<file path="src/rtl/datapath_pkg.sv">
// datapath_pkg: shared types, opcodes and helpers for the multicycle RV32I core.
// Holds FSM states, opcode constants, ALU op enum, branch codes, ALU/branch functions.
package datapath_pkg;

   typedef enum logic [2:0] {
      S_FETCH,
      S_DECODE,
      S_EXECUTE,
      S_MEM,
      S_WB,
      S_HALT,
      S_ERROR
   } state_t;

   localparam logic [6:0] OP_LUI    = 7'b0110111;
   localparam logic [6:0] OP_AUIPC  = 7'b0010111;
   localparam logic [6:0] OP_JAL    = 7'b1101111;
   localparam logic [6:0] OP_JALR   = 7'b1100111;
   localparam logic [6:0] OP_BRANCH = 7'b1100011;
   localparam logic [6:0] OP_LOAD   = 7'b0000011;
   localparam logic [6:0] OP_STORE  = 7'b0100011;
   localparam logic [6:0] OP_IMM    = 7'b0010011;
   localparam logic [6:0] OP_OP     = 7'b0110011;
   localparam logic [6:0] OP_SYSTEM = 7'b1110011;

   typedef enum logic [3:0] {
      ALU_ADD,
      ALU_SUB,
      ALU_SLL,
      ALU_SLT,
      ALU_SLTU,
      ALU_XOR,
      ALU_SRL,
      ALU_SRA,
      ALU_OR,
      ALU_AND
   } alu_op_t;

   localparam logic [2:0] BR_EQ  = 3'b000;
   localparam logic [2:0] BR_NE  = 3'b001;
   localparam logic [2:0] BR_LT  = 3'b100;
   localparam logic [2:0] BR_GE  = 3'b101;
   localparam logic [2:0] BR_LTU = 3'b110;
   localparam logic [2:0] BR_GEU = 3'b111;

   function automatic logic legal_op(input logic [6:0] op);
      return op inside {OP_LUI, OP_AUIPC, OP_JAL, OP_JALR,
                        OP_BRANCH, OP_LOAD, OP_STORE,
                        OP_IMM, OP_OP, OP_SYSTEM};
   endfunction

   // alt selects SUB/SRA; callers clear it where funct7 is not an opcode bit
   function automatic alu_op_t alu_dec(input logic [2:0] f3,
                                       input logic       alt);
      alu_op_t r;
      case (f3)
         3'b000:  r = alt ? ALU_SUB : ALU_ADD;
         3'b001:  r = ALU_SLL;
         3'b010:  r = ALU_SLT;
         3'b011:  r = ALU_SLTU;
         3'b100:  r = ALU_XOR;
         3'b101:  r = alt ? ALU_SRA : ALU_SRL;
         3'b110:  r = ALU_OR;
         default: r = ALU_AND;
      endcase
      return r;
   endfunction

   function automatic logic [31:0] alu(input alu_op_t     op,
                                       input logic [31:0] a,
                                       input logic [31:0] b);
      logic [31:0] r;
      case (op)
         ALU_SUB:  r = a - b;
         ALU_SLL:  r = a << b[4:0];
         ALU_SLT:  r = {31'b0, $signed(a) < $signed(b)};
         ALU_SLTU: r = {31'b0, a < b};
         ALU_XOR:  r = a ^ b;
         ALU_SRL:  r = a >> b[4:0];
         ALU_SRA:  r = $signed(a) >>> b[4:0];
         ALU_OR:   r = a | b;
         ALU_AND:  r = a & b;
         default:  r = a + b;
      endcase
      return r;
   endfunction

   function automatic logic br_taken(input logic [2:0]  f3,
                                     input logic [31:0] a,
                                     input logic [31:0] b);
      logic t;
      case (f3)
         BR_EQ:   t = (a == b);
         BR_NE:   t = (a != b);
         BR_LT:   t = ($signed(a) < $signed(b));
         BR_GE:   t = ($signed(a) >= $signed(b));
         BR_LTU:  t = (a < b);
         BR_GEU:  t = (a >= b);
         default: t = 1'b0;
      endcase
      return t;
   endfunction

endpackage

</file>
<file path="src/rtl/mc_controller.sv">
// mc_controller: FSM, bus wait counter and per-state load enables.
// Ports: clk/rst, opcode from IR, imem/dmem ready in; load strobes, reqs, halted/err out.
module mc_controller
   import datapath_pkg::*;
#(
   parameter int MAX_WAIT = 16
) (
   input  logic       clk,
   input  logic       rst,
   input  logic [6:0] opcode,
   input  logic       imem_ready,
   input  logic       dmem_ready,
   output logic       ir_ld,
   output logic       dec_ld,
   output logic       ex_ld,
   output logic       mdr_ld,
   output logic       wb_en,
   output logic       imem_req,
   output logic       dmem_req,
   output logic       dmem_we,
   output logic       halted,
   output logic       err
);

   localparam logic [7:0] WAIT_LAST = 8'(MAX_WAIT - 1);

   state_t     state;
   state_t     nxt;
   logic [7:0] wcnt;
   logic       timeout;
   logic       is_mem;

   assign is_mem  = (opcode == OP_LOAD) || (opcode == OP_STORE);
   assign timeout = (wcnt == WAIT_LAST);

   // Counter restarts on any state change, so it is zero on entry
   // to FETCH/MEM and only advances while a request goes unanswered.
   always_ff @(posedge clk) begin
      if (rst) begin
         state <= S_FETCH;
         wcnt  <= '0;
      end else begin
         state <= nxt;
         if (nxt != state)
            wcnt <= '0;
         else if (state == S_FETCH || state == S_MEM)
            wcnt <= wcnt + 8'd1;
      end
   end

   always_comb begin
      nxt    = state;
      ir_ld  = 1'b0;
      dec_ld = 1'b0;
      ex_ld  = 1'b0;
      mdr_ld = 1'b0;
      wb_en  = 1'b0;
      halted = 1'b0;
      err    = 1'b0;
      unique case (state)
         S_FETCH: begin
            if (imem_ready) begin
               ir_ld = 1'b1;
               nxt   = S_DECODE;
            end else if (timeout) begin
               nxt = S_ERROR;
            end
         end
         S_DECODE: begin
            dec_ld = 1'b1;
            if (!legal_op(opcode))
               nxt = S_ERROR;
            else if (opcode == OP_SYSTEM)
               nxt = S_HALT;
            else
               nxt = S_EXECUTE;
         end
         S_EXECUTE: begin
            ex_ld = 1'b1;
            nxt   = is_mem ? S_MEM : S_WB;
         end
         S_MEM: begin
            if (dmem_ready) begin
               mdr_ld = (opcode == OP_LOAD);
               nxt    = S_WB;
            end else if (timeout) begin
               nxt = S_ERROR;
            end
         end
         S_WB: begin
            wb_en = !rst;
            nxt   = S_FETCH;
         end
         S_HALT:  halted = 1'b1;
         S_ERROR: err = 1'b1;
         default: nxt = S_ERROR;
      endcase
      imem_req = (state == S_FETCH) && !rst;
      dmem_req = (state == S_MEM) && !rst;
      dmem_we  = dmem_req && (opcode == OP_STORE);
   end

endmodule

</file>
<file path="src/rtl/multicycle_datapath.sv">
// multicycle_datapath: RV32I multicycle core (PC, IR, regfile, ALU, bus muxes).
// Ports: clk/rst, imem fetch bus, dmem load/store bus, retire trace, halted/err.
module multicycle_datapath
   import datapath_pkg::*;
#(
   parameter logic [31:0] RESET_PC = 32'h0000_0000,
   parameter int          MAX_WAIT = 16
) (
   input  logic        clk,
   input  logic        rst,
   output logic        imem_req,
   output logic [31:0] imem_addr,
   input  logic        imem_ready,
   input  logic [31:0] imem_rdata,
   output logic        dmem_req,
   output logic        dmem_we,
   output logic [31:0] dmem_addr,
   output logic [31:0] dmem_wdata,
   input  logic        dmem_ready,
   input  logic [31:0] dmem_rdata,
   output logic        retire_valid,
   output logic [31:0] retire_pc,
   output logic [4:0]  retire_rd,
   output logic [31:0] retire_wdata,
   output logic        halted,
   output logic        err
);

   logic [31:0] pc, ir, a_q, b_q, imm_q, alu_q, mdr;
   logic        taken_q;
   logic        ir_ld, dec_ld, ex_ld, mdr_ld, wb_en;
   logic [31:0] rf [32];

   logic [6:0]  opcode;
   logic [4:0]  rd, rs1, rs2;
   logic [2:0]  f3;
   logic        is_lui, is_auipc, is_jal, is_jalr;
   logic        is_br, is_ld, is_st, is_imm, is_op;
   logic        rd_wr;
   logic [31:0] imm, opa, opb, pc4, npc, wdata;
   alu_op_t     op;

   assign opcode   = ir[6:0];
   assign rd       = ir[11:7];
   assign f3       = ir[14:12];
   assign rs1      = ir[19:15];
   assign rs2      = ir[24:20];
   assign is_lui   = (opcode == OP_LUI);
   assign is_auipc = (opcode == OP_AUIPC);
   assign is_jal   = (opcode == OP_JAL);
   assign is_jalr  = (opcode == OP_JALR);
   assign is_br    = (opcode == OP_BRANCH);
   assign is_ld    = (opcode == OP_LOAD);
   assign is_st    = (opcode == OP_STORE);
   assign is_imm   = (opcode == OP_IMM);
   assign is_op    = (opcode == OP_OP);

   mc_controller #(
      .MAX_WAIT (MAX_WAIT)
   ) u_ctrl (
      .clk        (clk),
      .rst        (rst),
      .opcode     (opcode),
      .imem_ready (imem_ready),
      .dmem_ready (dmem_ready),
      .ir_ld      (ir_ld),
      .dec_ld     (dec_ld),
      .ex_ld      (ex_ld),
      .mdr_ld     (mdr_ld),
      .wb_en      (wb_en),
      .imem_req   (imem_req),
      .dmem_req   (dmem_req),
      .dmem_we    (dmem_we),
      .halted     (halted),
      .err        (err)
   );

   always_comb begin
      imm = {{20{ir[31]}}, ir[31:20]};
      unique case (1'b1)
         is_lui, is_auipc:
            imm = {ir[31:12], 12'b0};
         is_jal:
            imm = {{11{ir[31]}}, ir[31], ir[19:12],
                   ir[20], ir[30:21], 1'b0};
         is_br:
            imm = {{19{ir[31]}}, ir[31], ir[7],
                   ir[30:25], ir[11:8], 1'b0};
         is_st:
            imm = {{20{ir[31]}}, ir[31:25], ir[11:7]};
         default: ;
      endcase
   end

   // PC-relative targets go through the ALU; branch outcome is
   // latched separately so WB only has to pick a next PC.
   always_comb begin
      op  = ALU_ADD;
      opa = a_q;
      opb = imm_q;
      unique case (1'b1)
         is_lui: opa = '0;
         is_auipc, is_jal, is_br: opa = pc;
         is_op: begin
            opb = b_q;
            op  = alu_dec(f3, ir[30]);
         end
         is_imm: op = alu_dec(f3, (f3 == 3'b101) && ir[30]);
         default: ;
      endcase
   end

   assign pc4   = pc + 32'd4;
   assign rd_wr = (is_lui || is_auipc || is_jal || is_jalr ||
                   is_ld || is_imm || is_op) && (rd != 5'd0);
   assign wdata = (is_jal || is_jalr) ? pc4 :
                  is_ld ? mdr : alu_q;
   assign npc   = (is_jal || taken_q) ? alu_q :
                  is_jalr ? {alu_q[31:1], 1'b0} : pc4;

   always_ff @(posedge clk) begin
      if (rst) begin
         pc      <= RESET_PC;
         ir      <= '0;
         a_q     <= '0;
         b_q     <= '0;
         imm_q   <= '0;
         alu_q   <= '0;
         mdr     <= '0;
         taken_q <= 1'b0;
      end else begin
         if (ir_ld)
            ir <= imem_rdata;
         if (dec_ld) begin
            a_q   <= (rs1 == 5'd0) ? '0 : rf[rs1];
            b_q   <= (rs2 == 5'd0) ? '0 : rf[rs2];
            imm_q <= imm;
         end
         if (ex_ld) begin
            alu_q   <= alu(op, opa, opb);
            taken_q <= is_br && br_taken(f3, a_q, b_q);
         end
         if (mdr_ld)
            mdr <= dmem_rdata;
         if (wb_en)
            pc <= npc;
      end
   end

   always_ff @(posedge clk) begin
      if (wb_en && rd_wr)
         rf[rd] <= wdata;
   end

   assign imem_addr    = imem_req ? pc : '0;
   assign dmem_addr    = dmem_req ? alu_q : '0;
   assign dmem_wdata   = dmem_we ? b_q : '0;
   assign retire_valid = wb_en;
   assign retire_pc    = wb_en ? pc : '0;
   assign retire_rd    = (wb_en && rd_wr) ? rd : '0;
   assign retire_wdata = (wb_en && rd_wr) ? wdata : '0;

endmodule
</file>
<file path="config.mk">
export PLATFORM = sky130hd
export DESIGN_NAME = multicycle_datapath
export DESIGN_NICKNAME = d
export VERILOG_FILES = /design/src/rtl/datapath_pkg.sv /design/src/rtl/mc_controller.sv /design/src/rtl/multicycle_datapath.sv
export SDC_FILE = /design/constraint.sdc
export NUM_CORES = 2
export LEC_CHECK = 0
export CORE_ASPECT_RATIO = 0.75
export CORE_MARGIN = 4
export CORE_UTILIZATION = 30
export DETAILED_ROUTE_END_ITERATION = 6
export GPL_TIMING_DRIVEN = 0
export HOLD_SLACK_MARGIN = 0.08
export MAX_ROUTING_LAYER = met4
export PLACE_DENSITY = 0.45
export SLEW_MARGIN = 20
export SYNTH_ARGS = -nofsm -noshare
export SYNTH_HDL_FRONTEND = slang
export SYNTH_SLANG_ARGS = --single-unit
</file>
<file path="constraint.sdc">
create_clock -name clk -period 5.75 [get_ports clk]
set_input_delay 1.15 -clock clk [delete_from_list [all_inputs] [get_ports clk]]
set_output_delay 1.15 -clock clk [all_outputs]
set_load 0.05 [all_outputs]
</file>
== Word-level counts from Yosys, hierarchy flattened ==
Memory sizes are Yosys's and may differ from the RTL's. A register that Yosys moved wholly into a read port is not among the register bits.
Index checks and enable logic that the tools add are counted.

* Logic and storage cells: 139
* Register bits after elaboration: 236
* Memory bits (writable): 1024
* Memories kept: 1
* Input bits: 68
* Output and inout bits: 171

{| class="wikitable"
|+ Memory list
! name !! words !! bits a word !! read ports !! clocked after memory_dff !! wr ports !! RTL line !! source
|-
| rf || 32 || 32 || 2 || 2 || 1 || multicycle_datapath.sv:32 || <nowiki>logic [31:0] rf [32];</nowiki>
|}

* Equal/unequal tests: 36
* Shift operators: 3
* Reduce and logical (&&, ||, !) cells: 28
* Mux-type cells: 48
* Add/sub/neg operators: 4
* $lt $le $gt $ge: 6
* Bitwise operators: 3

{| class="wikitable"
|+ Operators with widths
! kind !! number
|-
| $mux W32 || 12
|-
| $pmux W32 S9 || 1
|-
| $lt A32 B32 Y1 || 4
|-
| $pmux W31 S4 || 1
|-
| $ge A32 B32 Y1 || 2
|-
| $pmux W32 S2 || 1
|-
| $pmux W4 S7 || 2
|-
| $add A32 B3 Y32 const B || 1
|-
| $add A32 B32 Y32 || 1
|-
| $and A32 B32 Y32 || 1
|-
| $eq A32 B32 Y1 || 1
|-
| $ne A32 B32 Y1 || 1
|-
| $or A32 B32 Y32 || 1
|-
| $shl A32 B5 Y32 || 1
|-
| $shr A32 B5 Y32 || 1
|-
| $sshr A32 B5 Y32 || 1
|-
| $sub A32 B32 Y32 || 1
|-
| $xor A32 B32 Y32 || 1
|-
| $eq A7 B7 Y1 const B || 4
|-
| $mux W5 || 5
|-
| $eq A3 B3 Y1 const B || 7
|-
| $eq A7 B6 Y1 const B || 3
|-
| $mux W3 || 6
|-
| $pmux W3 S6 || 1
|-
| 23 further kinds || 68
|}

== Longest topological paths before layout ==
* Word-level depth: 11
* Gate-level depth with buffers: 23
* Depth with buffers taken out: 19

== By module ==
Synthesis repeated with hierarchy kept, for this count alone.

* Cell total of the unflattened synthesis: 5226
* Area total of the unflattened synthesis: 70316.2 µm²

{| class="wikitable"
|+ By module, submodules not included
! module !! instances !! cells an instance !! sequential area each (µm²) !! area an instance (µm²)
|-
| multicycle_datapath || 1 || 5121 || 35454.0 || 69419.1
|-
| mc_controller || 1 || 105 || 220.2 || 897.1
|}

== Worst setup path after synthesis ==
Ideal clock, no wire load.

* Kind: input -> register
* Start: input rst
* End: memory rf[27][0], enable pin
* Arrival: 5.014 ns
* Path buffers: 1
* Setup slack: 0.315 ns
* Data required time: 5.329 ns
* Stages: 6
* Setup time: 0.421 ns
* Cell sequence: clkbuf_1 nor2_1 o311ai_1 nor2_1 nand2_1 nor2_1

* Cells in the longest elaborated chain, start to end: 5

{| class="wikitable"
|+ Ends and longest elaborated chain
! element !! RTL line !! source
|-
| start: declaration || multicycle_datapath.sv:10 || <nowiki>input logic rst,</nowiki>
|-
| $logic_not A1 Y1 || mc_controller.sv:91 || <nowiki>wb_en = !rst;</nowiki>
|-
| $mux W1 || mc_controller.sv:60 || <nowiki>unique case (state)</nowiki>
|-
| named net retire_valid || multicycle_datapath.sv:21 || <nowiki>output logic retire_valid,</nowiki>
|-
| $logic_and A1 B1 Y1 || multicycle_datapath.sv:151 || <nowiki>if (wb_en && rd_wr)</nowiki>
|-
| $mux W1 || multicycle_datapath.sv:151 ||
|-
| $mux W1 (not written as such) || multicycle_datapath.sv:152 || <nowiki>rf[rd] <= wdata;</nowiki>
|-
| end: declaration || multicycle_datapath.sv:32 ||
|}

The timed path passes the listed nets, and every way through them passes these cells.

== Worst setup path in the final report ==
* Start: register u_ctrl.state[0]
* End: output retire_pc[25]

* Cells in the longest elaborated chain, start to end: 3

{| class="wikitable"
|+ Ends and longest elaborated chain
! element !! RTL line !! source
|-
| start: declaration || mc_controller.sv:27 || <nowiki>state_t state;</nowiki>
|-
| start signal: assignment || mc_controller.sv:43 || <nowiki>state <= nxt;</nowiki>
|-
| $eq A3 B3 Y1 || mc_controller.sv:60 ||
|-
| $mux W1 || mc_controller.sv:60 ||
|-
| $mux W32 || multicycle_datapath.sv:159 || <nowiki>assign retire_pc = wb_en ? pc : '0;</nowiki>
|-
| end: declaration || multicycle_datapath.sv:22 || <nowiki>output logic [31:0] retire_pc,</nowiki>
|}

Every way passes these cells.

==> impl_metrics.py <==
metrics = {
    "critical_path": {
        "arrival_ns": 4.60,
        "endpoint": "retire_pc[25]",
        "reg2reg_from": "ir[4]$_SDFFE_PP0P_",
        "critical_path_required_ns": 4.60,
        "critPathLaunchType": "flop",
        "crit_path_max_fanout": 10,
        "critPathMaxStageDelay_ns": 0.96,
        "cp-end-kind": "output pin",
        "crit_slowest_cell": "clkbuf_1",
        "rrSetupSlack_ns": 0.04,
        "path_cells": "or2_2 -> clkbuf_1 -> nor2_2 -> clkbuf_1 -> and3_1 -> clkdlybuf4s50_1",
        "worstRegToRegCells": 15,
        "r2r-end": "alu_q[26]$_SDFFE_PP0P_",
        "crit_top_cell": "clkbuf_1",
        "crit_type": "flop to output pin",
        "startpoint": "u_ctrl.state[0]$_SDFF_PP0_",
    },
    "sta": {
        "fin_crit_sh_pct": 100,
        "final_hold_viol_count": 0,
        "slew_headroom_pct": 13.5,
        "drv_slew": 0,
        "whs_ns": 0.456,
        "layout_min_cycle_time_ns": 5.75,
        "finalSetupViolations": 1,
        "fin_skew_ns": 0.109,
        "tightest_slew_ns": 1.29,
        "max_freq_ghz": 0.174,
        "layout_setup_ws_ns": -0.00165,
    },
    "clock_tree": {
        "numCtsBuffers": 150,
        "cts_tree": "built",
        "clk_path_buf_depth": 4,
        "cts_hold_buf": 0,
        "cts-htree-levels": 4,
        "clkTransAtPathRegs_ns": 0.07,
        "clock_latency_ns": 0.86,
        "cts_root_buf": "clkbuf_16",
        "cts.sinks": 1270,
    },
    "synth": {
        "synth_cells": 5481,
        "synth_cell_type_count": 101,
        "synth.avg_cell_area_um2": 12.9,
        "yosysTopAreaCellShare_pct": 43.6,
        "synth_edf_count": 1024,
        "syn-cell-area_um2": 70500,
        "ys_top_cells_by_count": "edfxtp_1, mux4_2, nor2_1",
        "synth-seq-area-share_pct": 50.6,
        "ys_warn_count": 0,
        "synth_largest_area_cell": "edfxtp_1",
        "ys.flop_type": "edfxtp_1",
        "synth_area_leaders": "edfxtp_1, mux4_2, dfxtp_1",
        "async_flop_share_pct": 0,
        "postSynthRegisterBits": 1270,
        "yosysMostFrequentCell": "edfxtp_1",
    },
    "cells_and_area": {
        "nets": 6240,
        "area_growth_pct": 21.2,
        "fin_cells": 9265,
        "layout-drive-gt1-share_pct": 22.8,
        "utilization_pct": 36.7,
    },
    "global_route": {
        "grt_usage_pct": 30.2,
        "grt_remaining_overflow": 0,
        "antenna_found_initial": 31,
        "grt_pass1_vias": 54000,
        "grt_pass1_wl_um": 488000,
        "grt_max_degree": 33,
    },
    "min_path": {
        "min_path_type": "flop to flop",
        "hold_depth": 2,
        "worstHoldStart": "imm_q[10]$_SDFFE_PP0P_",
    },
    "routing": {
        "drtIter0Drc": 8452,
        "drt-pass1-iter-count": 5,
        "vias": 56800,
        "post_drt_wl_per_cell_um": 39.7,
        "routed_wl_um": 367000,
        "detail-route-antenna-nets": 0,
        "vias_per_cell": 6.13,
        "drc": 0,
    },
    "floorplan": {
        "initial_core_util_pct": 30.3,
        "ios": 239,
        "dieWidth_um": 568,
        "die_h_um": 428,
        "rows": 153,
        "core_um2": 233000,
        "die-area_um2": 243000,
    },
    "power": {
        "total_power_uw": 25600,
        "power_leakage_uw": 0.0272,
        "peakVddDrop_mv": 0.220,
        "powerDensity_nw_per_um2": 299,
    },
    "status": {
        "violations": "setup timing",
        "status": "finished with violations",
    },
    "placement": {
        "place_hpwl_um": 282000,
        "post-place-ws_ns": -1.53,
        "io_buffers": 237,
        "gp_congestion": 1.02,
        "placedCellCount": 8965,
    },
    "flow_run": {
        "cap_violations": 0,
    },
}
==> through the flow <==
stage | instance area, µm² | setup TNS [ns]
finish | 85500 | -0.00165
global route | 85500 | -0.00448
CTS | 85300 | -0.105
detailed placement | 80200 | -26.17
global placement | 76900 | -4295.23
floorplan | 70700 | 0
==> power by group <==
| group | internal [µW] | switching (µW) | leakage, µW |
|---|---|---|---|
| Combinational | 2000 | 4020 | 0.0136 |
| Sequential | 10100 | 268 | 0.0115 |
| Clock | 5200 | 4030 | 0.00222 |
==> layout by cell type (no fill, tap or decap), drive strengths merged, types with 108 or more instances in the layout <==
master / Yosys / routed
nor3: 108 / 108
nand2: 417 / 417
ha: 131 / 131
mux4: 640 / 640
a21oi: 450 / 450
nor2: 450 / 450
buf: 150 / 285
dfxtp: 246 / 246
o21ai: 229 / 229
clkbuf: 320 / 526
clkdlybuf4s50: 0 / 205
edfxtp: 1024 / 1024
inv: 132 / 139
mux2i: 149 / 149
==> how the worst min path moves through the flow <==
stage,end,slack (ns)
final,imm_q[10]$_SDFFE_PP0P_,0.46
after global routing,mdr[0]$_SDFFE_PP0P_,0.47
after floorplan,imm_q[5]$_SDFFE_PP0P_,0.43
after CTS,imm_q[9]$_SDFFE_PP0P_,0.46
after global placement,imm_q[9]$_SDFFE_PP0P_,0.44
after detailed placement,imm_q[9]$_SDFFE_PP0P_,0.45
==> kinds of logic (layout without fill, tap and decap cells) <==
group / after synthesis / count (layout) / share of synthesized area [%]
muxes: 795 / 795 / 22.6
adders and majority gates: 133 / 133 / 2.38
AOI/OAI and AO/OA: 1202 / 1202 / 11.0
and+or+nand+nor: 1419 / 1419 / 9.29
DFF: 1270 / 1270 / 50.6
xor gates and xnor gates: 58 / 58 / 0.720
buffers and inverters: 603 / 1232 / 3.43
other: 1 / 56 / 0.00532
==> metal layers <==
layer,global-route usage [%],wire length (µm),vias to the layer above,share of wire (%)
li1,-,-,22700,-
met1,43.2,162000,30000,44
met2,42.0,153000,3558,42
met3,6.68,36600,584,10
met4,10.8,16500,0,4.5
met5,-,0,-,0
==> final cells by class <==
type | count | area (µm²)
Clock inverter | 69 | 598
Tap cell | 3100 | 3880
Antenna cell | 24 | 60.1
Timing Repair Buffer | 387 | 5160
Sequential cell | 1270 | 35700
Fill cell | 22500 | 147000
Inverter | 133 | 507
Clock buffer | 185 | 3950
Buffer | 458 | 2060
Multi-Input combinational cell | 3639 | 33600
==> critical path: cells and delay by family, from the launching register on <==
family / cells / cell delay [ns]
flops: 1 / 0.37
buf+inv: 3 / 2.00
simple gates: 3 / 1.35
==> state kept, by name, summed over array words and instances (netlist names), named ones only <==
name / count
rf: 1024
u_ctrl.wcnt: 8
u_ctrl.state: 3
alu_q: 32
a_q: 32
pc: 32
ir: 32
b_q: 32
taken_q: 1
imm_q: 32
mdr: 32
==> what timing repair did <==
action / 4_1_cts / 5_1_grt
endpoints found under the setup margin: 97 / 63
hold endpoints to repair: 0 / 0
pin swaps: 14 / 11
buffers inserted: 22 / 12
gates resized for setup: 127 / 80
(Power assumes the default switching activity.)
